==> config.mk <==
export PLATFORM = sky130hd
export DESIGN_NAME = regfile_wr_arbiter_flat
export DESIGN_NICKNAME = d
export VERILOG_FILES = /design/src/rtl/regfile_wr_arbiter_pkg.sv /design/src/rtl/regfile_wr_arbiter_if.sv /design/src/rtl/regfile_wr_arbiter_rr_pick.sv /design/src/rtl/regfile_wr_arbiter.sv /design/src/flat_wrapper.sv
export SDC_FILE = /design/constraint.sdc
export NUM_CORES = 1
export LEC_CHECK = 0
export ABC_AREA = 1
export CAP_MARGIN = 40
export CORE_ASPECT_RATIO = 1.25
export CORE_UTILIZATION = 45
export CTS_CLUSTER_SIZE = 30
export DETAILED_ROUTE_END_ITERATION = 10
export GPL_ROUTABILITY_DRIVEN = 1
export PLACE_DENSITY = 0.88
export SLEW_MARGIN = 10
export SYNTH_ARGS = -nofsm -noshare
export SYNTH_HDL_FRONTEND = slang
export SYNTH_HIERARCHICAL = 1
export SYNTH_SLANG_ARGS = --single-unit
==> constraint.sdc <==
create_clock -name clk -period 4.2 [get_ports clk]
set_input_delay 0.84 -clock clk [delete_from_list [all_inputs] [get_ports clk]]
set_output_delay 0.84 -clock clk [all_outputs]
set_load 0.005 [all_outputs]
==> src/rtl/regfile_wr_arbiter_pkg.sv <==
// rtl/regfile_wr_arbiter_pkg.sv - shared widths and FSM encoding for the register-file write arbiter
// Purpose : register-file data/address widths and the arbiter state encoding.
// Ports   : none (package regfile_pkg).
package regfile_pkg;

  localparam int RF_DATA_WIDTH = 16;
  localparam int RF_ADDR_WIDTH = 5;

  typedef enum logic [1:0] {
    IDLE  = 2'd0,
    ISSUE = 2'd1,
    HOLD  = 2'd2
  } arb_state_t;

endpackage

==> src/rtl/regfile_wr_arbiter_if.sv <==
// rtl/regfile_wr_arbiter_if.sv - requester-side valid/ready write bus for the register-file arbiter
// Purpose : bundles the N_REQ packed write requests and their one-hot acknowledge.
// Ports   : req_valid [N_REQ], req_addr [N_REQ*ADDR_WIDTH], req_data [N_REQ*DATA_WIDTH],
//           req_ready [N_REQ]; requester i sits at slice [i*W +: W].
//           master = requester side, slave = arbiter side.
interface regfile_wr_arbiter_if
  import regfile_pkg::*;
#(
  parameter int N_REQ      = 4,
  parameter int ADDR_WIDTH = RF_ADDR_WIDTH,
  parameter int DATA_WIDTH = RF_DATA_WIDTH
);

  logic [N_REQ-1:0]            req_valid;
  logic [N_REQ*ADDR_WIDTH-1:0] req_addr;
  logic [N_REQ*DATA_WIDTH-1:0] req_data;
  logic [N_REQ-1:0]            req_ready;

  modport master (output req_valid, req_addr, req_data, input req_ready);
  modport slave  (input req_valid, req_addr, req_data, output req_ready);

endinterface

==> src/rtl/regfile_wr_arbiter_rr_pick.sv <==
// rtl/regfile_wr_arbiter_rr_pick.sv - combinational round-robin priority picker
// Purpose : finds the first set bit of valid starting at ptr, wrapping modulo N_REQ
//           (N_REQ need not be a power of two).
// Ports   : valid [N_REQ] in, ptr [IDX_W] in, grant [N_REQ] one-hot out,
//           idx [IDX_W] winner index out, any out (a winner exists).
module rr_pick #(
  parameter  int N_REQ = 4,
  localparam int IDX_W = $clog2(N_REQ)
) (
  input  logic [N_REQ-1:0] valid,
  input  logic [IDX_W-1:0] ptr,
  output logic [N_REQ-1:0] grant,
  output logic [IDX_W-1:0] idx,
  output logic             any
);

  always_comb begin
    int cand;
    cand  = 0;
    grant = '0;
    idx   = '0;
    any   = 1'b0;
    for (int k = 0; k < N_REQ; k++) begin
      cand = int'(ptr) + k;
      if (cand >= N_REQ) begin
        cand = cand - N_REQ;
      end
      if (!any && valid[IDX_W'(cand)]) begin
        any                  = 1'b1;
        grant[IDX_W'(cand)]  = 1'b1;
        idx                  = IDX_W'(cand);
      end
    end
  end

endmodule

==> src/rtl/regfile_wr_arbiter.sv <==
// rtl/regfile_wr_arbiter.sv - round-robin arbiter for the single register-file write port
// Purpose : picks one requester per cycle and drives a registered write strobe into the
//           register file; rf_hold stalls the presented write with its fields frozen.
// Ports   : clk, rst_n (async, active low); req (regfile_wr_arbiter_if.slave);
//           rf_hold in; rf_write_en / rf_write_addr / rf_write_data out (registered);
//           grant_id out (requester whose write is on rf_write_*).
// Option  : REGFILE_ARB_R0_DISCARD_EN - grants to address 0 are acked but never strobed.
module regfile_wr_arbiter
  import regfile_pkg::*;
#(
  parameter  int DATA_WIDTH = RF_DATA_WIDTH,
  parameter  int ADDR_WIDTH = RF_ADDR_WIDTH,
  parameter  int N_REQ      = 4,
  localparam int IDX_W      = $clog2(N_REQ)
) (
  input  logic                  clk,
  input  logic                  rst_n,
  regfile_wr_arbiter_if.slave   req,
  input  logic                  rf_hold,
  output logic                  rf_write_en,
  output logic [ADDR_WIDTH-1:0] rf_write_addr,
  output logic [DATA_WIDTH-1:0] rf_write_data,
  output logic [IDX_W-1:0]      grant_id
);

  arb_state_t            state;
  logic [IDX_W-1:0]      rr_ptr;
  logic [IDX_W-1:0]      pick_idx;
  logic [IDX_W-1:0]      ptr_next;
  logic [N_REQ-1:0]      pick_grant;
  logic                  pick_any;
  logic                  do_grant;
  logic                  win_strobe;
  logic [ADDR_WIDTH-1:0] win_addr;
  logic [DATA_WIDTH-1:0] win_data;

  rr_pick #(.N_REQ(N_REQ)) u_rr_pick (
    .valid (req.req_valid),
    .ptr   (rr_ptr),
    .grant (pick_grant),
    .idx   (pick_idx),
    .any   (pick_any)
  );

  // A grant is only possible when the register file is taking writes this cycle; in HOLD
  // that also keeps the frozen write from being overwritten.
  assign do_grant      = rst_n && !rf_hold && pick_any;
  assign req.req_ready = do_grant ? pick_grant : '0;

  // Explicit wrap so non-power-of-two N_REQ works.
  assign ptr_next = (pick_idx == IDX_W'(N_REQ - 1)) ? '0 : pick_idx + 1'b1;

  always_comb begin
    win_addr = '0;
    win_data = '0;
    for (int i = 0; i < N_REQ; i++) begin
      if (pick_grant[i]) begin
        win_addr = req.req_addr[i*ADDR_WIDTH +: ADDR_WIDTH];
        win_data = req.req_data[i*DATA_WIDTH +: DATA_WIDTH];
      end
    end
  end

`ifdef REGFILE_ARB_R0_DISCARD_EN
  // Register 0 reads as zero: the request is acked but nothing reaches the register file.
  assign win_strobe = (win_addr != '0);
`else
  assign win_strobe = 1'b1;
`endif

  always_ff @(posedge clk or negedge rst_n) begin
    if (!rst_n) begin
      state         <= IDLE;
      rr_ptr        <= '0;
      rf_write_en   <= 1'b0;
      rf_write_addr <= '0;
      rf_write_data <= '0;
      grant_id      <= '0;
    end else begin
      case (state)
        ISSUE, HOLD: begin
          if (rf_hold) begin
            // Write not taken: keep presenting it unchanged.
            state <= HOLD;
          end else if (do_grant) begin
            rr_ptr <= ptr_next;
            if (win_strobe) begin
              state         <= ISSUE;
              rf_write_en   <= 1'b1;
              rf_write_addr <= win_addr;
              rf_write_data <= win_data;
              grant_id      <= pick_idx;
            end else begin
              state       <= IDLE;
              rf_write_en <= 1'b0;
            end
          end else begin
            state       <= IDLE;
            rf_write_en <= 1'b0;
          end
        end
        IDLE: begin
          if (do_grant) begin
            rr_ptr <= ptr_next;
            if (win_strobe) begin
              state         <= ISSUE;
              rf_write_en   <= 1'b1;
              rf_write_addr <= win_addr;
              rf_write_data <= win_data;
              grant_id      <= pick_idx;
            end
          end
        end
        default: begin
          state       <= IDLE;
          rf_write_en <= 1'b0;
        end
      endcase
    end
  end

endmodule
==> src/flat_wrapper.sv <==
// flat-port wrapper written by rule: the top's interface ports become plain ports
module regfile_wr_arbiter_flat import regfile_pkg::*;
#(
  parameter  int DATA_WIDTH = RF_DATA_WIDTH,
  parameter  int ADDR_WIDTH = RF_ADDR_WIDTH,
  parameter  int N_REQ      = 4,
  localparam int IDX_W      = $clog2(N_REQ)
)
  (clk, rst_n, rf_hold, rf_write_en, rf_write_addr, rf_write_data, grant_id, req_req_valid, req_req_addr, req_req_data, req_req_ready);
  regfile_wr_arbiter_if #(.N_REQ(N_REQ), .ADDR_WIDTH(ADDR_WIDTH), .DATA_WIDTH(DATA_WIDTH)) req_i ();
  input  logic clk;
  input  logic rst_n;
  input  logic rf_hold;
  output logic rf_write_en;
  output logic [ADDR_WIDTH-1:0] rf_write_addr;
  output logic [DATA_WIDTH-1:0] rf_write_data;
  output logic [IDX_W-1:0] grant_id;
  input wire logic [$bits(req_i.req_valid)-1:0] req_req_valid;
  input wire logic [$bits(req_i.req_addr)-1:0] req_req_addr;
  input wire logic [$bits(req_i.req_data)-1:0] req_req_data;
  output wire logic [$bits(req_i.req_ready)-1:0] req_req_ready;
  assign req_i.req_valid = req_req_valid;
  assign req_i.req_addr = req_req_addr;
  assign req_i.req_data = req_req_data;
  assign req_req_ready = req_i.req_ready;
  regfile_wr_arbiter #(.DATA_WIDTH(DATA_WIDTH), .ADDR_WIDTH(ADDR_WIDTH), .N_REQ(N_REQ)) u_core (.clk(clk), .rst_n(rst_n), .req(req_i), .rf_hold(rf_hold), .rf_write_en(rf_write_en), .rf_write_addr(rf_write_addr), .rf_write_data(rf_write_data), .grant_id(grant_id));
endmodule
==> impl_metrics.py, run 1 <==
metrics = {
    "outcome": {
        "status": "finished, final reports clean",
    },
    "power_and_ir_drop": {
        "peakVddDrop_uv": 419,
        "power.leakage_uw": 0.00193,
        "p_per_area_nw_per_um2": 703,
    },
    "floorplan": {
        "die_w_um": 67.9,
        "die_h_um": 84.4,
        "io_pins": 119,
        "dieArea_um2": 5730,
        "start_util": 0.474,
        "num_rows": 29,
        "coreArea_um2": 5150,
    },
    "timing": {
        "skew_ns": 0.00438,
        "rsz0062_at_grt": "no",
        "period_needed_ns": 3.98,
        "post-route-period-util": 0.949,
        "slew_violations": 0,
        "setup_viol": 0,
        "hold_viol": 0,
        "max_freq_mhz": 251,
        "maxSlewHeadroom": 0.666,
        "tightest_slew_ns": 0.500,
        "fin_setup_tns_ns": 0,
    },
    "worst_setup_path": {
        "r2r_slack_ns": 1.14,
        "crit_type": "reg -> out",
        "cp_slowest_stage_delay_ns": 0.56,
        "crit_chain": "inv_1 > ha_1 > inv_1 > nand3_1 > nand2_2 > nor2_4 > nand4_1 > nand3_1 > inv_2 > nor2_1 > clkdlybuf4s50_1",
        "arrival_ns": 3.14,
        "startpoint_type": "flop",
        "cp-end-kind": "primary output",
        "crit_path_top_delay_cell": "dfrtp_1",
        "required_ns": 3.36,
        "worst-path-buf-inv": 4,
        "cp_max_fo": 22,
        "crit_family": "buffers and inverters",
    },
    "layout": {
        "final_cell_mix": "nand2_1 (187), clkdlybuf4s50_1 (118), nor2_1 (61)",
        "area_delta_synth_final_pct": 52.2,
        "drive_above_1_share": 0.0514,
        "final_area_um2": 3720,
        "mostFrequentLayoutCell": "nand2_1",
        "diodes": 0,
        "nFillCells": 454,
        "fin_nets": 628,
    },
    "route": {
        "wl_um": 7950,
        "vias_per_cell": 5.17,
        "first_pass_iters": 4,
        "antenna_left": 0,
        "num_vias": 3034,
        "drt-wirelength-per-cell_um": 13.5,
        "detail_route.iter0.violations": 133,
        "drc": 0,
    },
    "logic_synthesis": {
        "yosys.area_share.simple": 0.510,
        "synth_top_family_by_area": "simple AND/OR/NAND/NOR gates",
        "synth_compound_area_frac": 0.0651,
        "ys.flop_type": "dfrtp_1",
        "synth_nets": 517,
        "synth_area_leaders": "nand2_1 (29%), dfrtp_1 (29%), nor2_1 (9.4%)",
        "syn_inst": 415,
        "ys_ff_latch": 28,
        "ys_types": 22,
        "synthXorXnorAreaFrac": 0,
        "yosysTopAreaCell": "nand2_1",
        "synth_edf_count": 0,
        "ys_async_sr_fraction": 1.00,
        "syn-cell-area_um2": 2440,
        "ys.warnings.count": 6,
        "synth_top_cell_area_share": 0.287,
        "ys_seq_area_frac": 0.287,
        "yosys.area_share.adder": 0.0564,
        "synthMuxAreaShare": 0,
        "avgSynthCellArea_um2": 5.89,
    },
    "cts": {
        "cts_sinks": 28,
        "htree_num_levels": 1,
        "clk_pin_slew_ns": 0.10,
        "cts_tree": "yes",
        "cts.path.max_buffers": 2,
        "cts_made_buffers": 3,
        "cts_setup_buffers": 0,
        "root_buffer": "clkbuf_8",
        "clk_latency_ns": 0.27,
    },
    "placed_design": {
        "place_area_um2": 3640,
        "gp_congestion": 0.851,
        "dp_hpwl_um": 5840,
        "portBuffers": 118,
    },
    "flow_run": {
        "drv_cap": 0,
    },
    "global_route": {
        "grt_pass1_vias": 2763,
        "antenna_found_initial": 0,
        "track_usage": 0.277,
        "grt-ovfl-total": 0,
        "grt_pass1_wl_um": 12300,
        "grt_max_degree": 30,
    },
    "worst_hold_path": {
        "hold_path.class": "reg -> reg",
    },
}
==> sequential cells by signal, indices dropped and copies added (netlist names) <==
signal / count
u_core/rf_write_addr: 5
u_core/grant_id: 2
u_core/rf_write_data: 16
u_core/rr_ptr: 2
u_core/rf_write_en: 1
u_core/state: 2
==> metrics by stage <==
| step | power [µW] | hold slack (ns) | util | setup WS [ns] | std cells |
|---|---|---|---|---|---|
| after floorplan | 1780 | 0.472 | - | 1.33 | 415 |
| after global placement | 2350 | 0.461 | 0.707 | 0.423 | 583 |
| after detailed placement | 2390 | 0.464 | 0.707 | 0.344 | 583 |
| after CTS | 2620 | 0.491 | 0.721 | 0.183 | 587 |
| after global routing | 2880 | 0.517 | 0.721 | 0.0400 | 587 |
| final | 2610 | 0.487 | 0.721 | 0.216 | 587 |
==> metal layers <==
layer | vias up | track usage | routed length, µm
met5 | - | 0 | 0
met4 | 0 | 0.104 | 250
met3 | 20 | 0.0462 | 620
met2 | 122 | 0.495 | 3960
met1 | 1374 | 0.318 | 3120
li1 | 1518 | - | -
==> logic make-up after synthesis <==
logic type	count (synthesis)
and+or+nand+nor	303
adders and majority gates	11
buffers and inverters	42
DFF	28
AOI/OAI and AO/OA	31
==> final timing paths <==
kind                                         start                       end  depth (start not counted)
max                               u_core/rr_ptr[1]          req_req_ready[1]                         11
min                        u_core/rf_write_data[3]   u_core/rf_write_data[3]                          2
max reg2reg                       u_core/rr_ptr[1]   u_core/rf_write_data[9]                         14
min reg2reg                u_core/rf_write_data[3]   u_core/rf_write_data[3]                          2
max in group asynchronous                    rst_n          u_core/rr_ptr[0]                          2
min in group asynchronous                    rst_n  u_core/rf_write_data[11]                          2
==> worst reg2reg max path, stage by stage, from the launching register on <==
cell and delay (ns):
dfrtp_1 0.56, inv_1 0.25, ha_1 0.41, inv_1 0.13, nand3_1 0.12, nand2_2 0.07
nor2_4 0.22, nand3b_1 0.14, nand2_1 0.10, nor2_2 0.04, nand2_2 0.37, buf_4 0.35
nor2_1 0.07, nand2_1 0.07, nand2_1 0.05
==> where the power goes <==
part / internal (µW) / leakage, µW / switching [µW] / total [µW]
clock network: 128 / 0.0000357 / 85.1 / 213
logic: 748 / 0.00153 / 1190 / 1940
registers: 379 / 0.000360 / 85.0 / 464
==> layout make-up <==
type | instances | area [µm²] | share of cell area
inverter | 22 | 82.6 | 0.0222
tap | 62 | 77.6 | 0.0209
clock buffer | 3 | 41.3 | 0.0111
clock inverter | 1 | 30.0 | 0.00808
sequential | 28 | 702 | 0.189
timing repair buffer | 126 | 1240 | 0.334
multi-input combinational | 345 | 1540 | 0.415
==> synthesized netlist by cell type (2+ instances only) <==
master / instances
nand4_1: 6
o21ai_1: 2
dfrtp_1: 28
buf_2: 15
clkbuf_1: 2
ha_1: 11
nand2_2: 5
nand2_1: 187
a21oi_1: 26
inv_1: 18
buf_6: 3
nand3_1: 38
nand3_2: 2
inv_2: 4
nor2_1: 61
==> timing repair <==
action	CTS	global route
resized for setup	0	1
hold buffers	0	0
endpoints found under the setup margin	0	1
(Power assumes the default switching activity.)
==> run 2, diff against run 1 <==
--- a/config.mk
+++ b/config.mk
@@ -7,11 +7,11 @@
 export LEC_CHECK = 0
 export ABC_AREA = 1
 export CAP_MARGIN = 40
-export CORE_ASPECT_RATIO = 1.25
 export CORE_UTILIZATION = 45
 export CTS_CLUSTER_SIZE = 30
 export DETAILED_ROUTE_END_ITERATION = 10
 export GPL_ROUTABILITY_DRIVEN = 1
+export GPL_TIMING_DRIVEN = 1
 export PLACE_DENSITY = 0.88
 export SLEW_MARGIN = 10
 export SYNTH_ARGS = -nofsm -noshare
==> impl_metrics.py, run 2 (synthesized netlist as in run 1, its figures left out) <==
metrics = {
    "outcome": {
        "status": "finished, final reports clean",
    },
    "placed_design": {
        "portBuffers": 118,
        "dp_hpwl_um": 5820,
        "place_area_um2": 3660,
        "gp_congestion": 0.948,
    },
    "cts": {
        "cts_hold_buf": 0,
        "cts_tree": "yes",
        "cts_made_buffers": 3,
        "cts_setup_buffers": 0,
        "cts_sinks": 28,
        "cts_resized": 0,
        "clk_latency_ns": 0.28,
        "cts.path.max_buffers": 2,
        "clk_pin_slew_ns": 0.10,
        "root_buffer": "clkbuf_8",
        "htree_num_levels": 1,
    },
    "power_and_ir_drop": {
        "p_per_area_nw_per_um2": 694,
        "p_clk_frac": 0.066,
        "power.leakage_uw": 0.00193,
        "p_comb_frac": 0.755,
        "seqPwrFrac": 0.179,
        "p_int_uw": 1220,
        "peakVddDrop_uv": 407,
        "p_switching_uw": 1370,
        "p_sw_frac": 0.529,
    },
    "timing": {
        "post-route-period-util": 0.944,
        "fin_setup_tns_ns": 0,
        "max_freq_mhz": 252,
        "maxSlewHeadroom": 0.687,
        "hold_viol": 0,
        "skew_ns": 0.00542,
        "rsz0062_at_grt": "no",
        "setup_viol": 0,
        "whs_ns": 0.487,
        "period_needed_ns": 3.96,
        "tightest_slew_ns": 0.468,
        "slew_violations": 0,
    },
    "floorplan": {
        "die_w_um": 75.7,
        "dieArea_um2": 5730,
        "coreArea_um2": 5170,
        "start_util": 0.472,
        "io_pins": 119,
        "die_h_um": 75.7,
        "num_rows": 26,
    },
    "layout": {
        "largest_register_ffs": 16,
        "reg.largest.list": "u_core/rf_write_data x16, u_core/rf_write_addr x5",
        "final_cell_mix": "nand2_1 (187), clkdlybuf4s50_1 (118), nor2_1 (61)",
        "drive_above_1_share": 0.0551,
        "fin_nets": 629,
        "final_area_um2": 3720,
        "diodes": 0,
        "nFillCells": 438,
        "mostFrequentLayoutCell": "nand2_1",
        "top_register": "u_core/rf_write_data",
        "area_delta_synth_final_pct": 52.3,
    },
    "global_route": {
        "grt-ovfl-total": 0,
        "grt_pass1_vias": 2861,
        "grt_max_degree": 30,
        "grt_pass1_wl_um": 12500,
        "track_usage": 0.285,
        "antenna_found_initial": 0,
    },
    "worst_setup_path": {
        "cp_max_fo": 22,
        "worstSetupStartpoint": "req_req_valid[3]",
        "startpoint_type": "input port",
        "crit_type": "in -> out",
        "required_ns": 3.36,
        "cp_slowest_stage_delay_ns": 0.50,
        "r2r_start": "u_core/rr_ptr[1]",
        "crit_chain": "clkdlybuf4s50_1 > inv_1 > nand2_1 > nand3_2 > nand2_4 > nor2_1 > a21oi_1 > nand3_1 > inv_2 > nor2_1 > clkdlybuf4s50_1",
        "crit_path_top_delay_cell": "clkdlybuf4s50_1",
        "arrival_ns": 3.12,
        "cp-end-kind": "primary output",
    },
    "route": {
        "drt-wirelength-per-cell_um": 13.5,
        "num_vias": 3089,
        "drc": 0,
        "wl_um": 8040,
        "antenna_left": 0,
        "vias_per_cell": 5.18,
        "first_pass_iters": 5,
        "detail_route.iter0.violations": 207,
    },
    "worst_hold_path": {
        "hold_path.class": "reg -> reg",
        "hp-start": "u_core/rf_write_addr[3]",
    },
    "flow_run": {
        "drv_cap": 0,
    },
}
run 2: cell types whose count changed in the layout (fill, tap and decap cells not counted):
cell	before	now
buf_4	8	9
bufinv_16	1	0
clkbuf_8	3	4
dfrtp_1	27	26
dfrtp_2	1	2
run 2: metrics by stage:
| step | cells | util | total power [µW] | setup slack [ns] |
|---|---|---|---|---|
| 5_1_grt | 596 | 0.719 | 2860 | 0.123 |
| 3_5_place_dp | 592 | 0.708 | 2380 | 0.372 |
| 4_1_cts | 596 | 0.719 | 2570 | 0.234 |
| 2_1_floorplan | 415 | - | 1780 | 1.33 |
| 3_3_place_gp | 592 | 0.708 | 2320 | 0.444 |
| 6_report | 596 | 0.719 | 2580 | 0.237 |
run 2: metal layers:
| metal | share of wire | up-vias | GRT usage | wire (µm) |
|---|---|---|---|---|
| met4 | 0.014 | 0 | 0.0885 | 116 |
| met2 | 0.50 | 164 | 0.502 | 4040 |
| li1 | - | 1524 | - | - |
| met3 | 0.094 | 16 | 0.0741 | 758 |
| met1 | 0.39 | 1385 | 0.339 | 3130 |
| met5 | 0 | - | 0 | 0 |
run 2: worst max-delay path: cells and delay by family:
family / cells / cell delay (ns)
buf+inv: 4 / 1.35
compound gates: 1 / 0.21
simple gates: 6 / 0.70
run 2: layout make-up:
type,count,area (µm²),share of cell area
Multi-Input combinational cell,345,1540,0.415
Timing Repair Buffer,127,1250,0.336
Sequential cell,28,703,0.189
Tap cell,70,87.6,0.0235
Inverter,22,82.6,0.0222
Clock buffer,4,55.1,0.0148
run 2: final timing paths:
path,endpoint,slack [ns],cells after the start
max,req_req_ready[1],0.24,11
min,u_core/rf_write_addr[3],0.49,2
max reg2reg,u_core/rf_write_data[14],1.35,14
min reg2reg,u_core/rf_write_addr[3],0.49,2
max in group asynchronous,u_core/rr_ptr[0],2.83,2
min in group asynchronous,u_core/rf_write_data[4],1.06,2
run 2: power groups by stage:
| stage | combinational (µW) | clock (µW) | sequential (µW) |
|---|---|---|---|
| floorplan | 1320 | 0 | 459 |
| global route | 2200 | 187 | 478 |
| global placement | 1860 | 0 | 460 |
| detailed placement | 1910 | 0 | 463 |
| finish | 1950 | 171 | 461 |
| CTS | 1930 | 178 | 459 |
==> run 3, diff against run 2 <==
--- a/config.mk
+++ b/config.mk
@@ -7,12 +7,14 @@
 export LEC_CHECK = 0
 export ABC_AREA = 1
 export CAP_MARGIN = 40
-export CORE_UTILIZATION = 45
+export CORE_ASPECT_RATIO = 0.6
+export CORE_UTILIZATION = 63
 export CTS_CLUSTER_SIZE = 30
 export DETAILED_ROUTE_END_ITERATION = 10
+export DONT_BUFFER_PORTS = 1
 export GPL_ROUTABILITY_DRIVEN = 1
 export GPL_TIMING_DRIVEN = 1
-export PLACE_DENSITY = 0.88
+export PLACE_DENSITY = 0.79
 export SLEW_MARGIN = 10
 export SYNTH_ARGS = -nofsm -noshare
 export SYNTH_HDL_FRONTEND = slang
==> impl_metrics.py, run 3 (synthesized netlist as in run 1, its figures left out) <==
metrics = {
    "cts": {
        "cts_made_buffers": 3,
        "cts_setup_buffers": 0,
        "cts_hold_buf": 0,
        "cts_sinks": 28,
        "clk_latency_ns": 0.28,
        "clk_pin_slew_ns": 0.10,
        "cts.path.max_buffers": 2,
        "root_buffer": "clkbuf_8",
        "cts_tree": "yes",
        "htree_num_levels": 1,
        "cts_resized": 0,
    },
    "layout": {
        "area_delta_synth_final_pct": 1.13,
        "top_register": "u_core/rf_write_data",
        "multiInputGateArea_um2": 1540,
        "drive_above_1_share": 0.0546,
        "reg.largest.list": "u_core/rf_write_data x16, u_core/rf_write_addr x5",
        "fin_nets": 506,
        "nFillCells": 355,
        "ff_latch_area_um2": 701,
        "largest_register_ffs": 16,
        "diodes": 0,
        "final_cell_mix": "nand2_1 (187), nor2_1 (61), nand3_1 (38)",
        "mostFrequentLayoutCell": "nand2_1",
    },
    "power_and_ir_drop": {
        "total_power_uw": 2250,
        "p_clk_frac": 0.076,
        "p_sw_frac": 0.570,
        "p_per_area_nw_per_um2": 912,
        "p_switching_uw": 1280,
        "p_int_uw": 967,
        "peakVddDrop_uv": 455,
        "p_comb_frac": 0.710,
        "power.leakage_uw": 0.00145,
        "seqPwrFrac": 0.214,
    },
    "route": {
        "num_vias": 2516,
        "drt-wirelength-per-cell_um": 14.0,
        "vias_per_cell": 5.59,
        "antenna_left": 0,
        "detail_route.iter0.violations": 264,
        "wl_um": 6300,
        "first_pass_iters": 5,
        "drc": 0,
    },
    "global_route": {
        "grt_pass1_wl_um": 9710,
        "antenna_found_initial": 0,
        "grt_pass1_vias": 2163,
        "grt-ovfl-total": 0,
        "track_usage": 0.311,
        "grt_max_degree": 50,
    },
    "worst_setup_path": {
        "crit_path_top_delay_cell": "dfrtp_1",
        "cp-end-kind": "primary output",
        "cp_slowest_stage_delay_ns": 0.59,
        "crit_chain": "inv_2 > ha_1 > inv_1 > nand3_1 > nand2_2 > nor2_4 > nand4_1 > nand3_1 > inv_1 > nor2_1",
        "arrival_ns": 2.79,
        "cp_max_fo": 22,
        "startpoint_type": "flop",
        "crit_type": "reg -> out",
        "required_ns": 3.36,
    },
    "flow_run": {
        "drv_cap": 0,
    },
    "placed_design": {
        "gp_congestion": 0.999,
        "dp_slack_ns": 0.923,
        "dp_hpwl_um": 4520,
        "portBuffers": 0,
    },
    "floorplan": {
        "num_rows": 17,
        "die_w_um": 82.4,
        "io_pins": 119,
        "start_util": 0.664,
        "die_h_um": 50.2,
        "coreArea_um2": 3680,
        "dieArea_um2": 4140,
    },
    "outcome": {
        "status": "finished, final reports clean",
    },
    "timing": {
        "setup_viol": 0,
        "hold_viol": 0,
        "maxSlewHeadroom": 0.403,
        "tightest_slew_ns": 0.893,
        "rsz0062_at_grt": "no",
        "max_freq_mhz": 276,
        "slew_violations": 0,
        "timing.final.ws_setup_ns": 0.573,
        "fin_setup_tns_ns": 0,
        "period_needed_ns": 3.63,
        "post-route-period-util": 0.863,
        "skew_ns": 0.00203,
    },
    "worst_hold_path": {
        "hold_path.class": "in -> async",
    },
}
==> run 3: changes by cell type in the layout (fill, tap and decap cells not counted) <==
cell / change
clkdlybuf4s50_1: -118
buf_4: -5
dfrtp_1: +2
dfrtp_2: -2
==> run 3: worst paths after layout <==
| kind | end | from | slack [ns] | depth (start not counted) |
|---|---|---|---|---|
| max | req_req_ready[2] | u_core/rr_ptr[0] | 0.57 | 10 |
| min | u_core/rf_write_data[8] | rst_n | 0.24 | 0 |
| max reg2reg | u_core/rf_write_data[12] | u_core/rr_ptr[0] | 1.18 | 13 |
| min reg2reg | u_core/rf_write_data[8] | u_core/rf_write_data[8] | 0.51 | 2 |
| max in group asynchronous | u_core/state[0] | rst_n | 3.88 | 0 |
| min in group clk | u_core/rf_write_data[8] | u_core/rf_write_data[8] | 0.51 | 2 |
==> run 3: per-stage QoR <==
stage                util  area, µm²  cells  hold WS, ns
finish              0.671       2470    450        0.240
CTS                 0.671       2470    450        0.232
global placement    0.656       2410    446        0.492
detailed placement  0.656       2410    446        0.491
floorplan               -       2440    415        0.472
global route        0.671       2470    450        0.224
==> run 3: final cells by class <==
cell class | count | area share
multi-input cells | 345 | 0.625
flip-flops and latches | 28 | 0.284
inverters | 22 | 0.0334
well taps | 47 | 0.0238
clock buffers | 4 | 0.0223
repair buffers | 4 | 0.0122
==> run 3: critical path, delay by kind of cell (launching register included) <==
kind | cells | cell delay (ns)
adder cells (fa/ha/maj) | 1 | 0.39
AND/OR/NAND/NOR | 6 | 0.90
buffers and inverters | 3 | 0.60
flip-flops | 1 | 0.59
==> run 3: power by group through the flow <==
| stage | registers (µW) | logic, µW | clock network [µW] |
|---|---|---|---|
| floorplan | 459 | 1320 | 0 |
| global placement | 484 | 1530 | 0 |
| detailed placement | 485 | 1560 | 0 |
| CTS | 482 | 1570 | 177 |
| global route | 497 | 1830 | 184 |
| finish | 482 | 1600 | 172 |
==> run 3: per-layer routing <==
layer / global-route usage / share of wire / vias up
met5: 0 / 0 / -
met1: 0.436 / 0.44 / 1086
met3: 0.0782 / 0.12 / 4
li1: - / - / 1274
met4: 0.0673 / 0.0067 / 0
met2: 0.482 / 0.43 / 152
